### config.mk
export PLATFORM = sky130hd
export DESIGN_NAME = muldiv_unit
export DESIGN_NICKNAME = d
export VERILOG_FILES = /design/src/rtl/muldiv_unit.sv
export SDC_FILE = /design/constraint.sdc
export NUM_CORES = 1
export LEC_CHECK = 0
export CORE_MARGIN = 5
export CORE_UTILIZATION = 40
export CTS_CLUSTER_DIAMETER = 60
export CTS_CLUSTER_SIZE = 14
export DETAILED_ROUTE_END_ITERATION = 6
export PLACE_DENSITY_LB_ADDON = 0.25
export SLEW_MARGIN = 0
export SYNTH_ARGS = -nofsm -noshare
export SYNTH_HDL_FRONTEND = slang
export SYNTH_SLANG_ARGS = --single-unit
export TNS_END_PERCENT = 10
### constraint.sdc
create_clock -name clk -period 10.3 [get_ports clk]
set_clock_uncertainty 0.05 [all_clocks]
set_input_delay 3.09 -clock clk [delete_from_list [all_inputs] [get_ports clk]]
set_output_delay 3.09 -clock clk [all_outputs]
set_load 0.02 [all_outputs]
### src/rtl/muldiv_unit.sv
// muldiv_unit: iterative signed/unsigned multiply/divide engine owning the HI/LO pair
// Ports: clk/rst_n clock and async active-low reset; start/op/src_a/src_b issue an
// operation; flush aborts it; hilo_read flags an mfhi/mflo in ID; busy/done/div_by_zero
// report engine status; stall_req holds the pipeline; hi/lo are the result registers.
module muldiv_unit #(
  parameter int WIDTH = 32
) (
  input  logic             clk,
  input  logic             rst_n,
  input  logic             start,
  input  logic [2:0]       op,
  input  logic [WIDTH-1:0] src_a,
  input  logic [WIDTH-1:0] src_b,
  input  logic             flush,
  input  logic             hilo_read,
  output logic             busy,
  output logic             done,
  output logic             div_by_zero,
  output logic             stall_req,
  output logic [WIDTH-1:0] hi,
  output logic [WIDTH-1:0] lo
);
  localparam int CW = $clog2(WIDTH + 1);
  typedef enum logic [1:0] {IDLE, CALC, FIX} state_t;
  state_t state_q, state_d;
  logic [CW-1:0] cnt_q, cnt_d;
  logic [2*WIDTH-1:0] acc_q, acc_d, prod;
  logic [WIDTH-1:0] b_q, b_d, a_q, a_d, hi_q, hi_d, lo_q, lo_d;
  logic [WIDTH-1:0] mag_a, mag_b, addend, div_rem;
  logic [WIDTH:0] mul_sum, div_sh;
  logic is_div_q, is_div_d, neg_q, neg_d, rem_neg_q, rem_neg_d, dz_q, dz_d;
  logic done_q, done_d, dbz_q, dbz_d, signed_op, div_ge;
  // acc holds {product high, multiplier} for multiply and {remainder, dividend/quotient} for divide
  always_comb begin
    signed_op = ~op[0];
    mag_a = (signed_op & src_a[WIDTH-1]) ? -src_a : src_a;
    mag_b = (signed_op & src_b[WIDTH-1]) ? -src_b : src_b;
    addend = acc_q[0] ? b_q : {WIDTH{1'b0}};
    mul_sum = {1'b0, acc_q[2*WIDTH-1:WIDTH]} + {1'b0, addend};
    div_sh = {acc_q[2*WIDTH-1:WIDTH], acc_q[WIDTH-1]};
    div_ge = div_sh >= {1'b0, b_q};
    div_rem = div_sh[WIDTH-1:0] - b_q;
    prod = neg_q ? -acc_q : acc_q;
    state_d = state_q;
    cnt_d = cnt_q;
    acc_d = acc_q;
    b_d = b_q;
    a_d = a_q;
    hi_d = hi_q;
    lo_d = lo_q;
    is_div_d = is_div_q;
    neg_d = neg_q;
    rem_neg_d = rem_neg_q;
    dz_d = dz_q;
    done_d = 1'b0;
    dbz_d = 1'b0;
    if (flush) begin
      state_d = IDLE;
      cnt_d = '0;
    end else begin
      case (state_q)
        IDLE: if (start && !op[2]) begin
          state_d = CALC;
          cnt_d = CW'(WIDTH);
          acc_d = {{WIDTH{1'b0}}, mag_a};
          b_d = mag_b;
          a_d = src_a;
          is_div_d = op[1];
          neg_d = signed_op & (src_a[WIDTH-1] ^ src_b[WIDTH-1]);
          rem_neg_d = signed_op & src_a[WIDTH-1];
          dz_d = src_b == '0;
        end else if (start && !op[1]) begin
          hi_d = op[0] ? hi_q : src_a;
          lo_d = op[0] ? src_a : lo_q;
          done_d = 1'b1;
        end
        CALC: begin
          cnt_d = cnt_q - 1'b1;
          acc_d = is_div_q ? {div_ge ? div_rem : div_sh[WIDTH-1:0], acc_q[WIDTH-2:0], div_ge}
                           : {mul_sum, acc_q[WIDTH-1:1]};
          state_d = (cnt_q == CW'(1)) ? FIX : CALC;
        end
        FIX: begin
          state_d = IDLE;
          done_d = 1'b1;
          dbz_d = is_div_q & dz_q;
          // divide-by-zero returns the raw dividend in HI and all ones in LO
          hi_d = !is_div_q ? prod[2*WIDTH-1:WIDTH] : dz_q ? a_q :
                 rem_neg_q ? -acc_q[2*WIDTH-1:WIDTH] : acc_q[2*WIDTH-1:WIDTH];
          lo_d = !is_div_q ? prod[WIDTH-1:0] : dz_q ? {WIDTH{1'b1}} :
                 neg_q ? -acc_q[WIDTH-1:0] : acc_q[WIDTH-1:0];
        end
        default: state_d = IDLE;
      endcase
    end
  end
  always_ff @(posedge clk or negedge rst_n) begin
    if (!rst_n) begin
      state_q <= IDLE;
      cnt_q <= '0;
      acc_q <= '0;
      b_q <= '0;
      a_q <= '0;
      hi_q <= '0;
      lo_q <= '0;
      is_div_q <= 1'b0;
      neg_q <= 1'b0;
      rem_neg_q <= 1'b0;
      dz_q <= 1'b0;
      done_q <= 1'b0;
      dbz_q <= 1'b0;
    end else begin
      state_q <= state_d;
      cnt_q <= cnt_d;
      acc_q <= acc_d;
      b_q <= b_d;
      a_q <= a_d;
      hi_q <= hi_d;
      lo_q <= lo_d;
      is_div_q <= is_div_d;
      neg_q <= neg_d;
      rem_neg_q <= rem_neg_d;
      dz_q <= dz_d;
      done_q <= done_d;
      dbz_q <= dbz_d;
    end
  end
  assign busy = state_q != IDLE;
  assign done = done_q;
  assign div_by_zero = dbz_q;
  assign stall_req = busy & (hilo_read | start);
  assign hi = hi_q;
  assign lo = lo_q;
endmodule

# Word-level counts from Yosys, hierarchy flattened
# Cells that the tools add are included.
[totals]
elab_cells = 90
inputBits = 72
output_inout_bits = 68
ff_bits = 206
[op_classes]
order_cmp = 1
n_eq_ne = 9
addsub = 8
muxes = 35
reduce_logical = 15
bitwise = 9
[op_table]
columns = ["op", "n"]
rows = [
  ["$mux W32", 16],
  ["$mux W64", 3],
  ["$neg A32 Y32", 4],
  ["$pmux W32 S2", 2],
  ["$pmux W64 S2", 1],
  ["$neg A64 Y64", 1],
  ["$add A32 B32 Y33", 1],
  ["$ge A33 B32 Y1", 1],
  ["$logic_not A32 Y1", 1],
  ["$sub A32 B32 Y32", 1],
  ["$mux W6", 2],
  ["$pmux W6 S2", 1],
  ["$ne A2 B2 Y1 const B", 5],
  ["$reduce_and A5 Y1", 2],
  ["$eq A6 B1 Y1 const B", 1],
  ["$mux W2", 3],
  ["$reduce_and A3 Y1", 2],
  ["$reduce_bool A2 Y1", 3],
  ["$sub A6 B1 Y6 const B", 1],
  ["$and A1 B1 Y1", 5],
  ["$mux W1", 5],
  ["$pmux W2 S2", 1],
  ["$ne A3 B3 Y1 const B", 1],
  ["$reduce_bool A3 Y1", 1],
  ["other kinds (10)", 13],
]

# Logic depth before layout (Yosys ltp)
# Gate-level depths: netlist of run 1.
[depth]
depth_word = 6
ltp_mapped = 13
mapped_depth_nobuf = 13

# Worst setup path before layout of run 1
# Ideal clock, no wire load.
[synth_timing]
path_kind = "input -> output"
start = "input port start"
end = "output port stall_req"
required_time_ns = 7.160
path_stages = 1
n_path_buf = 0
arrival_time_ns = 3.326
path_slack_ns = 3.834
cell_sequence = "o21a_1"
[synth_between]
elab_chain_cells = 2
[synth_rtl]
columns = ["element", "line", "text"]
rows = [
  ["from (decl)", "10", "input logic start,"],
  ["$or A1 B1 Y1", "131", "assign stall_req = busy & (hilo_read | start);"],
  ["$and A1 B1 Y1", "131", ""],
  ["to (decl)", "19", "output logic stall_req,"],
]
# Every way passes these cells.

# Final worst setup path of run 1
# Same ends and word-level chain as after synthesis.

==> results of run 1 <==
power by group through the flow:
stage | sequential (mW) | clock [mW] | combinational, mW
floorplan | 1.25 | 0 | 1.97
global placement | 1.37 | 0 | 2.63
detailed placement | 1.38 | 0 | 2.66
CTS | 1.36 | 0.855 | 2.68
global route | 1.41 | 0.885 | 2.99
finish | 1.38 | 0.833 | 2.72
sequential cells by signal (all words and copies together) (netlist names):
name and count:
acc_q 64, a_q 32, b_q 32, hi 32
lo 32, cnt_q 6, state_q 2, div_by_zero 1
done 1, dz_q 1, is_div_q 1, neg_q 1
rem_neg_q 1
stage by stage:
stage               setup WS [ps]  hold slack (ps)    util  power, mW
floorplan                    3834            386.9       -      3.224
global placement             2836            402.7  0.4480      4.003
detailed placement           2837            408.2  0.4480      4.043
CTS                          2835            424.3  0.4667      4.894
global route                 2778            448.5  0.4667      5.285
finish                       2842            426.8  0.4667      4.932
how the worst min path moves through the flow:
stage | startpoint | endpoint | slack (ps)
2_1_floorplan | a_q[4] | a_q[4] | 390
3_3_place_gp | a_q[4] | a_q[4] | 400
3_5_place_dp | a_q[2] | a_q[2] | 410
4_1_cts | a_q[2] | a_q[2] | 420
5_1_grt | hi[6] | hi[6] | 450
6_report | lo[12] | lo[12] | 430
kinds of logic after synthesis:
group | count (synthesis)
AND/OR/NAND/NOR | 774
AO/OA/AOI/OAI | 672
buffers and inverters | 215
XOR/XNOR | 173
multiplexers | 55
adder cells (fa/ha/maj) | 72
flip-flops | 206
metal layers:
metal / vias to the layer above / share of wire / global-route usage
li1: 7812 / - / -
met1: 7667 / 0.43 / 0.3330
met2: 606 / 0.46 / 0.3930
met3: 103 / 0.068 / 0.02865
met4: 0 / 0.039 / 0.08794
met5: - / 0 / 0
cell type report:
| cell class | count | area [µm²] |
|---|---|---|
| fill | 4018 | 21780 |
| multi-input combinational | 1746 | 10620 |
| sequential | 206 | 5159 |
| timing repair buffer | 163 | 1575 |
| tap | 532 | 665.6 |
| clock buffer | 28 | 635.6 |
| inverter | 73 | 274.0 |
| clock inverter | 14 | 128.9 |
cell usage after synthesis (all sizes together) (37+ instances only):
library cell  instances
xnor2               113
nand2               368
a21oi               130
ha                   70
o22ai                37
mux2i                51
nand3                63
clkbuf              126
xor2                 60
nor2                157
o21ai               270
inv                  72
nor3                 42
dfrtp               206
critical path: stages:
cell and delay, ps:
clkdlybuf4s50_1 500, o21a_1 130, clkdlybuf4s50_1 590
cells in the final DEF, fill, tap and decap left out, drive strengths merged, types with 5 or more instances in the layout:
cell	count
or2	13
and3	17
nor3	42
nor4	21
o31ai	28
or4	12
nand3b	6
a21o	36
nand2	368
inv	77
clkbuf	29
o31a	6
a22oi	15
buf	24
and2	6
o21ai	270
nor2b	5
nand3	63
o21a	12
o41ai	15
mux2i	51
a21oi	130
a211oi	21
nand2b	19
o21bai	7
a31oi	21
nand4	10
a311oi	6
dfrtp	206
ha	70
or3	22
clkdlybuf4s50	138
a221o	10
o22ai	37
xnor2	113
xor2	60
nor2	157
o211ai	20
clkinv	8
==> metrics.txt, run 1 <==
hold crit path type reg2reg; area grow syn2layout 15.24%; final setup violation count 0; wire per inst 20.23 µm; post-synthesis compound-gate area fraction 0.2483; Max Slew Vio Count 0; FF-to-FF End acc_q[61]; main flop type after synthesis dfrtp_1; status complete, no violations; critical path capture point type output port; WHS Path Cells 2; height of the die 213.3 µm; hpwl dp 41090 µm; H-tree Lvls 1; mux cell area share after synthesis 0.03360; post-synth top area share 0.3117; Initial Util 0.4050; total global routing overflow 0; die area 0.04551 mm²; Sum Neg Setup Slack 0 ps; Clock Path Buffers 3; RSZ-0062 raised after global routing no; Cells after Synth 2167; Power Dens Cells 258.8 mW/mm²; Net Sw Frac 0.4784; drc violations 0; Adder-Cell Fraction of Synth Area 0.05539; Tmin final 7458 ps; Clock transition at path regs 60 ps; Yosys warning count 0; Max IR drop VDD 0.1181 mV; Cell Int Power 2.573 mW; Final Routed Wirelength 55880 µm; Slew headroom 0.2562; post-CTS sizing 0; Port Buffer Count 139; root buf cell clkbuf_16; largest net degree at the start of global routing 100; TritonCTS clock tree done; Simple-Gate Fraction of Synth Area 0.2099; flops & latches, synth 206; Synth Area in XOR/XNOR 0.09163; Final GP Congestion 0.9596; dominant cells by area after synthesis dfrtp_1 31%, nand2_1 8.4%, o21ai_0 8.1%, xnor2_1 6.0%, ha_1 5.3%; share of cells above drive strength 1 0.04484; Comb pwr share 0.552; Worst Tran Pin Value 1113 ps; mapped cell area 0.01654 mm²; Final Non-Filler Cells 2762; initial DRC count 1463; largest family of logic cells by synthesized area compound AO/OA/AOI/OAI gates; Worst EP arrival 4320 ps; antenna diode count 0; fmax 134.1 MHz; Post-DRT Antenna Nets 0; Syn Area/Cell 7.631 µm²; CP startpoint start; TritonRoute pass-1 iters 5; post-CTS setup buffers 0; core footprint 0.04083 mm²; final instance area 0.01906 mm²; vias in the first global route 15690; via/cell ratio 5.861; Worst Setup Path Type in2out; Critical Path Sink stall_req; max-cap violations 0; required time of the critical path 7160 ps; share of power burned in registers 0.279; initial antenna violation count 0; Inst Count DP 2720; Reg2Reg Depth 13; CTS buffer count 24; Die X 213.3 µm; EDFF count, synth 0; # rows 74; Leak 8.136 nW; reg-to-reg slack, setup 6010 ps; crit-path max FO 3; cts hold-fix bufs 0; r2r startpoint acc_q[0]; Async S/R FF share, synth 1.000; NetSw 2.360 mW; Seq/Total Area, Yosys 0.3117; Area after DPL 0.01829 mm²; Clock Latency Late Sink 560 ps; Clock power frac 0.169; gr usage total 0.2414; Synth area leader dfrtp_1; fin crit share 0.7241; final-report hold violation count 0; final net count 2358; crit path launch type input pin; IO Count 140; first-pass GRT wire length 88770 µm; Yosys cell types 74; clock sink count 206; Synth Net Count 2311; vias 16190
Power figures use the tool's default switching activity.
==> run 2, diff against run 1 <==
Clock period 10.3 ns to 7.4 ns, I/O delays scaled along.
==> run 2 against run 1 <==
  * Utilization down 0.086 points
  * Critical path depth unchanged
  * Wire length up 1.2%
  * Total power up 39%
  * Setup slack worse by 1200 ps
  * Via count up 0.25%
  * Flip-flop and latch count unchanged
  * Hold slack worse by 0.68 ps
  * Sequential share of layout area about the same
  * Global-route usage about the same
  * Die area unchanged
  * Critical path type unchanged
==> metrics.txt, run 2 (same netlist as run 1, synthesis figures left out) <==
RSZ-0062 raised after global routing no; Post-DRT Antenna Nets 0; Clock Latency Late Sink 540 ps; Final GP Congestion 0.9219; final net count 2354; gr usage total 0.2419; fmax 174.7 MHz; Max IR drop VDD 0.2056 mV; Tmin final 5723 ps; Initial Util 0.4050; initial DRC count 1352; Sum Neg Setup Slack 0 ps; root buf cell clkbuf_16; Die X 213.3 µm; max-cap violations 0; Leak 8.118 nW; height of the die 213.3 µm; final-report hold violation count 0; fin crit share 0.7734; CP Cell Sequence clkdlybuf4s50_1 -> o21a_1 -> clkdlybuf4s50_1; vias in the first global route 15480; wire per inst 20.52 µm; Tot Pwr 6.852 mW; first-pass GRT wire length 88420 µm; filler instances 4060; share of cells above drive strength 1 0.04182; Slew headroom 0.2401; Multi-input gate area 0.01062 mm²; Port Buffer Count 139; IO Count 140; Worst EP arrival 3450 ps; commonest non-fill, non-tap cells in the layout 368 x nand2_1, 266 x o21ai_0, 205 x dfrtp_1; Biggest register acc_q; Final Routed Wirelength 56570 µm; hold crit path type reg2reg; Worst Tran Pin Value 1137 ps; required time of the critical path 5130 ps; vias 16230; commonest non-fill, non-tap cell in the layout nand2_1; via/cell ratio 5.886; crit path launch type input pin; Max Slew Vio Count 0; TritonRoute pass-1 iters 5; initial antenna violation count 2; Critical Path Most Common Cell clkdlybuf4s50_1; Inst Count DP 2717; Placement Setup Slack 1681 ps; die area 0.04551 mm²; Slowest Stage Delay on Critical Path 600 ps; post-CTS sizing 0; area grow syn2layout 15.03%; total global routing overflow 0; Final Non-Filler Cells 2757; final setup violation count 0; # rows 74; Clock transition at path regs 60 ps; status complete, no violations; largest net degree at the start of global routing 109; hpwl dp 41790 µm; CTS buffer count 23; Power Dens Cells 360.3 mW/mm²; flip-flop and latch area 0.005159 mm²; post-CTS setup buffers 0; Clock Path Buffers 3; setup ws final 1677 ps; TritonCTS clock tree done; CP max-delay cell clkdlybuf4s50_1; cts hold-fix bufs 0; clock sink count 206; H-tree Lvls 1; Largest register FFs 64; crit-path max FO 3; drc violations 0; critical path capture point type output port; Worst Setup Path Type in2out; core footprint 0.04083 mm²
## run 2: cell count changes in the layout (fill, tap and decap cells not counted)
cell / previous run / this run
buf_4: 24 / 21
clkinv_8: 1 / 0
inv_6: 3 / 5
bufinv_16: 0 / 2
clkbuf_1: 2 / 3
clkbuf_8: 3 / 4
clkinv_4: 5 / 0
inv_8: 2 / 0
diode_2: 0 / 1
clkinvlp_4: 2 / 1
clkbuf_16: 24 / 23
clkinv_2: 1 / 2
## run 2: metal layers
metal	routed length [µm]	share of wire	vias up	global-route usage
met2	25850	0.46	636	0.3964
met3	3598	0.064	95	0.02762
li1	-	-	7802	-
met5	13	0.00023	-	0
met1	24830	0.44	7694	0.3332
met4	2273	0.040	2	0.08531
## run 2: layout make-up
class / instances / share of cell area
Timing Repair Buffer: 160 / 0.08163
Tap cell: 532 / 0.03500
Sequential cell: 206 / 0.2712
Inverter: 73 / 0.01441
Multi-Input combinational cell: 1746 / 0.5582
Clock inverter: 10 / 0.006381
Antenna cell: 1 / 0.0001316
Clock buffer: 29 / 0.03302
## run 2: worst paths after layout
kind	cells after the start	slack, ps	endpoint	from
max	3	1680	stall_req	start
min	2	430	a_q[9]	a_q[9]
max reg2reg	10	2780	hi[8]	acc_q[0]
min in group asynchronous	1	1720	lo[14]	rst_n
min reg2reg	2	430	a_q[9]	a_q[9]
max in group asynchronous	2	4270	a_q[9]	rst_n
## run 2: report_power, final
group	internal, mW	switching [mW]
clock network	0.675	0.501
logic	1.54	2.21
registers	1.41	0.516
## run 2: worst max-delay path, delay by kind of cell
kind,cells,cell delay [ps]
compound gates,1,130
buf+inv,2,1100
## run 2: per-stage QoR
step / instance area (µm²) / hold slack (ps) / util
6_report: 19020 / 426.1 / 0.4658
5_1_grt: 19020 / 442.9 / 0.4658
4_1_cts: 19020 / 427.0 / 0.4658
3_5_place_dp: 18270 / 408.8 / 0.4474
3_3_place_gp: 18270 / 404.4 / 0.4474
2_1_floorplan: 16540 / 386.9 / -
==> run 3, diff against run 2 <==
Clock period 7.4 ns to 5.9 ns, I/O delays scaled along.
==> run 3 against run 2 <==
  * Via count is 0.91% higher
  * Count of clock-buffer cells in the layout is 1 higher
  * Utilization is 0.25 points higher
  * Setup slack worse by 610 ps
  * Register-to-register slack worse by 1200 ps
  * Clock power is 28% higher
  * Hold slack hardly changed
  * Critical endpoint unchanged
  * Non-clock buffer count is 9 higher
  * Critical path depth stayed put
  * Highest routed layer is now met4
  * Largest cell class unchanged
  * Combinational power is 27% higher
==> metrics.txt, run 3 (same netlist as run 1, synthesis figures left out) <==
status complete, no violations; Worst Tran Pin Value 1258 ps; TritonRoute pass-1 iters 7; CTS buffer count 23; area grow syn2layout 15.65%; final setup violation count 0; Leak 8.172 nW; commonest non-fill, non-tap cells in the layout 368 x nand2_1, 266 x o21ai_0, 205 x dfrtp_1; final-report hold violation count 0; post-CTS sizing 0; Biggest register acc_q; commonest non-fill, non-tap cell in the layout nand2_1; Clock transition at path regs 60 ps; Comb pwr share 0.550; Port Buffer Count 139; H-tree Lvls 1; first-pass GRT wire length 91330 µm; post-CTS setup buffers 0; share of cells above drive strength 1 0.04655; Worst EP arrival 3020 ps; hpwl dp 43490 µm; Worst Setup Path Type in2out; via/cell ratio 5.920; Die X 213.3 µm; core footprint 0.04083 mm²; Core Util, Final 0.4683; Sum Neg Setup Slack 0 ps; total global routing overflow 0; RSZ-0062 raised after global routing no; fin crit share 0.8197; Power Dens Cells 454.5 mW/mm²; clock sink count 206; NetSw 4.105 mW; Clock Path Buffers 3; critical path capture point type output port; wire per inst 21.06 µm; Largest register FFs 64; root buf cell clkbuf_16; final net count 2363; Cell Int Power 4.587 mW; required time of the critical path 4080 ps; hold crit path type reg2reg; height of the die 213.3 µm; vias in the first global route 15780; Hold WS 426.2 ps; initial antenna violation count 1; crit path launch type input pin; filler instances 4077; vias 16380; IO Count 140; drc violations 0; Final Routed Wirelength 58260 µm; Initial Util 0.4050; # rows 74; Max IR drop VDD 0.2048 mV; share of power burned in registers 0.277; cts hold-fix bufs 0; largest net degree at the start of global routing 102; antenna diode count 0; Final GP Congestion 0.9598; Tmin final 4836 ps; die area 0.04551 mm²; crit-path max FO 3; fmax 206.8 MHz; initial DRC count 1589; gr usage total 0.2516; Clock Latency Late Sink 550 ps; max-cap violations 0; Net Sw Frac 0.4723; Clock power frac 0.173; Post-DRT Antenna Nets 0; Slew headroom 0.1580; Max Slew Vio Count 0; TritonCTS clock tree done
run 3: layout make-up:
cell class	count	area, µm²	share of cell area
multi-input cells	1746	10620	0.5552
flip-flops and latches	206	5159	0.2698
repair buffers	169	1620	0.08473
well taps	532	665.6	0.03481
clock buffers	30	651.9	0.03409
inverters	73	274.0	0.01433
clock inverters	10	135.1	0.007066
run 3: path summary, 6_finish.rpt:
path                            depth (start not counted)  startpoint        end  slack (ps)
worst max register to register                         13    acc_q[0]  acc_q[61]        1600
min in group asynchronous                               1       rst_n  acc_q[22]        1240
worst min-delay path                                    2       lo[6]      lo[6]         430
max in group asynchronous                               2       rst_n       dz_q        3420
worst min register to register                          2       lo[6]      lo[6]         430
worst max-delay path                                    3       start  stall_req        1060
run 3: layer usage:
layer / GRT usage / part of all wire
met5: 0 / 0
met4: 0.09715 / 0.045
met3: 0.02542 / 0.061
met2: 0.4077 / 0.46
met1: 0.3490 / 0.43
run 3: through the flow:
| step | power (mW) | cell area, µm² | cells | setup WS (ps) |
|---|---|---|---|---|
| CTS | 8.653 | 19120 | 2766 | 1047 |
| floorplan | 5.629 | 16540 | 2167 | 2074 |
| finish | 8.692 | 19120 | 2766 | 1064 |
| global placement | 7.060 | 18340 | 2726 | 857.2 |
| global route | 9.328 | 19120 | 2766 | 1013 |
| detailed placement | 7.117 | 18340 | 2726 | 759.6 |
run 3: critical path, stage by stage:
cell,delay (ps)
clkdlybuf4s50_1,500
o21a_1,150
clkdlybuf4s50_1,600
run 3: power by group through the flow:
stage	sequential (mW)	combinational [mW]	clock, mW
floorplan	2.19	3.44	0
global placement	2.40	4.66	0
detailed placement	2.41	4.71	0
CTS	2.38	4.73	1.54
global route	2.46	5.28	1.59
finish	2.40	4.78	1.51
